## src/rtl/async_fifo.sv

```systemverilog
// async_fifo: single-clock FIFO, DEPTH = 2**ADDR_WIDTH, wrap-bit pointers.
// Define ASYNC_FIFO_ERR_FLAGS_EN for sticky overflow/underflow outputs.
module async_fifo #(
  parameter int DATA_WIDTH = 4,
  parameter int ADDR_WIDTH = 3
) (
  input  logic                  w_clk,
  input  logic                  w_rst_n,
  input  logic                  w_en,
  input  logic [DATA_WIDTH-1:0] w_data,
  input  logic                  r_en,
  output logic [DATA_WIDTH-1:0] r_data,
  output logic                  full,
`ifdef ASYNC_FIFO_ERR_FLAGS_EN
  output logic                  empty,
  output logic                  overflow,
  output logic                  underflow
`else
  output logic                  empty
`endif
);

  localparam int DEPTH = 2 ** ADDR_WIDTH;
  localparam logic [ADDR_WIDTH:0] PTR_ONE = 1;

  logic [DATA_WIDTH-1:0] mem [DEPTH];
  logic [ADDR_WIDTH:0]   wptr;
  logic [ADDR_WIDTH:0]   rptr;
  logic                  w_acc;
  logic                  r_acc;

  // flags come straight from the registered pointers
  always_comb begin
    empty = (wptr == rptr);
    full  = (wptr[ADDR_WIDTH] != rptr[ADDR_WIDTH])
         && (wptr[ADDR_WIDTH-1:0] == rptr[ADDR_WIDTH-1:0]);
    w_acc = w_rst_n && w_en && !full;
    r_acc = w_rst_n && r_en && !empty;
  end

  // storage; no reset needed since empty gates every read
  always_ff @(posedge w_clk) begin
    if (w_acc)
      mem[wptr[ADDR_WIDTH-1:0]] <= w_data;
  end

  // pointers and registered read data
  always_ff @(posedge w_clk) begin
    if (!w_rst_n) begin
      wptr   <= '0;
      rptr   <= '0;
      r_data <= '0;
    end else begin
      if (w_acc)
        wptr <= wptr + PTR_ONE;
      if (r_acc) begin
        r_data <= mem[rptr[ADDR_WIDTH-1:0]];
        rptr   <= rptr + PTR_ONE;
      end
    end
  end

`ifdef ASYNC_FIFO_ERR_FLAGS_EN
  // sticky error flags, cleared only by reset
  always_ff @(posedge w_clk) begin
    if (!w_rst_n) begin
      overflow  <= 1'b0;
      underflow <= 1'b0;
    end else begin
      if (w_en && full)
        overflow <= 1'b1;
      if (r_en && empty)
        underflow <= 1'b1;
    end
  end
`endif

endmodule

```

## config.mk

```make
export PLATFORM = sky130hd
export DESIGN_NAME = async_fifo
export DESIGN_NICKNAME = d
export VERILOG_FILES = /design/src/rtl/async_fifo.sv
export SDC_FILE = /design/constraint.sdc
export NUM_CORES = 1
export LEC_CHECK = 0
export CAP_MARGIN = 25
export CORE_AREA = 3 3 60 62
export DETAILED_ROUTE_END_ITERATION = 10
export DIE_AREA = 0 0 63 65
export GPL_ROUTABILITY_DRIVEN = 0
export PLACE_DENSITY_LB_ADDON = 0.3
export SLEW_MARGIN = 20
export SYNTH_ARGS = -nofsm -noshare
export SYNTH_HDL_FRONTEND = slang
export SYNTH_SLANG_ARGS = --single-unit
```

## constraint.sdc

```tcl
create_clock -name w_clk -period 3.75 [get_ports w_clk]
set_input_delay 0.75 -clock w_clk [delete_from_list [all_inputs] [get_ports w_clk]]
set_output_delay 0.75 -clock w_clk [all_outputs]
set_load 0.03 [all_outputs]
```

-- Word level (Yosys, flattened, before mapping)
Memory sizes are Yosys's and may differ from the RTL's. A register that Yosys moved wholly into a read port is not among the register bits.
Cells that the tools add are included.
- reductions and logical operators: 8
- equal/unequal tests: 3
- add/sub/neg operators: 2
- muxes and demuxes: 2
- operator list (operator ; count):
    adder 4 x 1 -> 4 bit, second input constant ; 2
    logical AND 1 bit ; 5
    equality test 4 bit ; 1
    equality test 3 bit ; 1
    logical NOT 1 bit ; 3
    2-to-1 mux 1 bit ; 2
    inequality test 1 bit ; 1
- memories kept: 1
- input port bits: 8
- register bits: 8
- output and inout bits: 6
- RAM bits: 32
- memory list (memory ; depth ; width ; read ports ; clocked after Yosys merged registers in ; wr ports ; RTL line ; source):
    mem ; 8 ; 4 ; 1 ; 1 ; 1 ; 26 ; logic [DATA_WIDTH-1:0] mem [DEPTH];

-- Depth between registers and ports, before layout
- depth after elaboration: 6
- mapped depth: 6

-- Least setup slack after synthesis
OpenSTA, ideal clock, no wires.
- path kind: flip-flop to output port
- start point: register rptr[0]
- end point: output empty
- stages on the path, launching flop included: 5
- setup slack: 1.479 ns
- arrival time: 1.521 ns
- path through: dfxtp_1 buf_4 xnor2_2 nand2_1 nor3_1
- cells in the longest elaborated chain, start to end: 1
- ends and longest elaborated chain (item ; RTL line ; source):
    start, declared ; 28 ; logic [ADDR_WIDTH:0] rptr;
    start signal, assigned ; 58 ; rptr <= rptr + PTR_ONE;
    equality test 4 bit ; 34 ; empty = (wptr == rptr);
    end, declared ; 19 ; output logic empty
No other way between the ends.

-- Final worst setup path
- start point: register rptr[0]
- end point: output full
- cells in the longest elaborated chain, start to end: 2
- ends and longest elaborated chain (item ; RTL line ; source):
    equality test 3 bit ; 36 ; && (wptr[ADDR_WIDTH-1:0] == rptr[ADDR_WIDTH-1:0]);
    logical AND 1 bit ; 36 ;
    end, declared ; 13 ; output logic full,
No other way between the ends.

==> metrics.md <==
| Metric | Value |
|---|---|
| CTS hold repair buffers | `0` |
| Period utilization | `0.821` |
| Iteration-0 DRC Markers | `between 50 and 60` |
| Vias per cell | `approximately 5.8` |
| RSZ-0062 raised after global routing | `false` |
| Status | `finished clean` |
| Unique masters post-synth | `25` |
| PnR worst setup slack | `between 0.6 and 0.7 ns` |
| Pwr/cell area | `512 nW/um2` |
| DR WL/cell | `17.6 um` |
| CORE AREA | `approximately 3100 um2` |
| Max Slew Vio Count | `0` |
| LEAKAGE | `0.000723 uW` |
| Final Hold Fails | `0` |
| Critical path required time | `~3.0 ns` |
| TritonCTS clock tree | `built` |
| First-pass GRT wire length | `between 5000 and 6000 um` |
| Worst slew pin tran | `0.564 ns` |
| CP Capture Type | `primary output` |
| Synth Instances | `124` |
| Clk_lat worst skew | `0.37 ns` |
| Fin Hold WS | `between 0.5 and 0.6 ns` |
| Non-Filler Instances | `~180` |
| Post-route cell area | `2110 um2` |
| Relative slew margins | `0.621` |
| Chip Width | `~63 um` |
| Crit-path max FO | `8` |
| Skew final | `0.00780 ns` |
| Minimum clock period | `3.08 ns` |
| #FFs+latches synth | `44` |
| Htree depth | `2` |
| # diodes | `0` |
| Clock slew at reported path FFs | `0.13 ns` |
| Drt pass-1 iters | `4` |
| Share of cells above drive strength 1 | `0.151` |
| Hpwl dp | `between 2000 and 2500 um` |
| Largest net degree at the start of global routing | `17` |
| MaxCap Viol Count | `0` |
| CP arrival | `2.33 ns` |
| Fmax achieved | `325 MHz` |
| Initial Util | `0.608` |
| Clock sink count | `44` |
| Final setup fails | `0` |
| Residual DRC | `0` |
| DRT antenna net count | `0` |
| Syn_area_per_cell | `15.1 um2` |
| Congestion Overflow GR | `0` |
| Synth warnings | `0` |
| Port Buffers | `13` |
| Final nets | `approximately 150` |
| Via Count | `roughly 1,100` |
| Place WS | `about 0.8 ns` |
| Post-DP Area | `2020 um2` |
| Clk root buf | `clkbuf_4` |
| Die height | `roughly 65 um` |
| Syn Nets | `134` |
| Post-Place Cells | `around 180` |
| Worst R2R Path Depth | `4` |
| Hold Path Class | `reg -> reg` |
| Final WL | `around 3200 um` |
| Total track usage | `0.178` |
| Cts bufs inserted | `5` |
| Worst VDD drop | `0.360 mV` |
| Worst hold path cell count | `2` |
| Initial antenna violation count | `0` |
| CTS resizes | `0` |
| Io pins | `14` |
| Area growth, synth to finish | `12.7%` |
| Kind of critical path | `reg -> out` |
| Post-synthesis sequential area ratio | `0.642` |
| Die ar. | `4100 um2` |
| Mapped Area | `~1900 um2` |
| Vias in the first global route | `975` |
| Total Neg Setup Slack | `0 ns` |
| CP Launch Type | `register` |
| Post-CTS Setup Bufs | `0` |
| Site row count | `20` |
| Clock buffer depth | `2` |
critical path, stage by stage (launching register included):
cell and delay [ns]:
dfxtp_1 0.66, xnor2_2 0.22, nand2_1 0.13, nor3_1 0.24
clkdlybuf4s50_1 0.71
kinds of logic after synthesis:
| group | synth area share |
|---|---|
| DFF | 0.642 |
| and+or+nand+nor | 0.0783 |
| muxes | 0.146 |
| AOI/OAI and AO/OA | 0.0502 |
| buffers and inverters | 0.0288 |
| xor gates and xnor gates | 0.0408 |
| adders and majority gates | 0.0134 |
cells in the mapped netlist (all sizes together):
cell | n | area share
nand3 | 1 | 0.0027
mux4 | 8 | 0.098
inv | 2 | 0.0040
clkbuf | 2 | 0.0040
a41oi | 2 | 0.023
mux2i | 9 | 0.048
xor2 | 3 | 0.014
nand2 | 14 | 0.028
ha | 2 | 0.013
nand2b | 5 | 0.017
and2 | 1 | 0.0033
a21oi | 4 | 0.011
xnor2 | 4 | 0.027
o21ai | 6 | 0.016
nand4 | 2 | 0.0067
buf | 6 | 0.021
edfxtp | 32 | 0.51
nor3 | 4 | 0.011
nor2 | 5 | 0.010
dfxtp | 12 | 0.13
power breakdown:
group          switching [uW]  internal [uW]  leakage (uW)
registers                29.3            546      0.000387
clock network             160            142     0.0000418
logic                     109           92.4      0.000294
total                     299            781      0.000723
registers in the layout, indices dropped and copies added, names as in the netlist:
signal / flops
rptr: 4
wptr: 4
mem: 32
r_data: 4
per-layer routing:
metal	GRT usage	vias to the layer above	share of wire
met4	0.0882	0	0.029
met3	0.0589	12	0.067
li1	-	492	-
met2	0.249	39	0.45
met5	0	-	0
met1	0.249	514	0.45
area by class of cell:
cell class	instances	area [um2]
Fill cell	222	970
Timing Repair Buffer	15	145
Clock buffer	5	37.5
Multi-Input combinational cell	70	616
Inverter	2	7.51
Sequential cell	44	1200
Tap cell	44	55.1
Clock inverter	3	46.3
placed cells by master, fill, tap and decap left out, types with 2 or more instances in the layout:
cell type        netlist  final
ha_1                   2      2
nand2b_1               5      5
mux4_2                 7      7
edfxtp_1              32     32
inv_1                  2      2
a21oi_1                4      4
nand2_1               14     14
dfxtp_1               12     12
buf_4                  1      2
xor2_1                 3      3
o21ai_0                6      6
clkdlybuf4s50_1        0     13
xnor2_2                2      2
nor2_1                 5      5
xnor2_1                2      2
mux2i_1                9      9
nor3_1                 4      4
nand4_1                2      2
clkbuf_4               0      5
metrics by stage:
step | utilization | total power (uW)
CTS | 0.685 | 1090
global placement | 0.658 | 785
finish | 0.685 | 1080
floorplan | - | 732
global route | 0.685 | 1130
detailed placement | 0.658 | 790
final timing paths:
kind	start	to	slack, ns
worst min-delay path	rptr[3]	rptr[3]	0.53
worst max-delay path	rptr[0]	full	0.67
worst max register to register	rptr[0]	mem[0][3]	1.62
worst min register to register	rptr[3]	rptr[3]	0.53
Power figures use the tool's default switching activity.
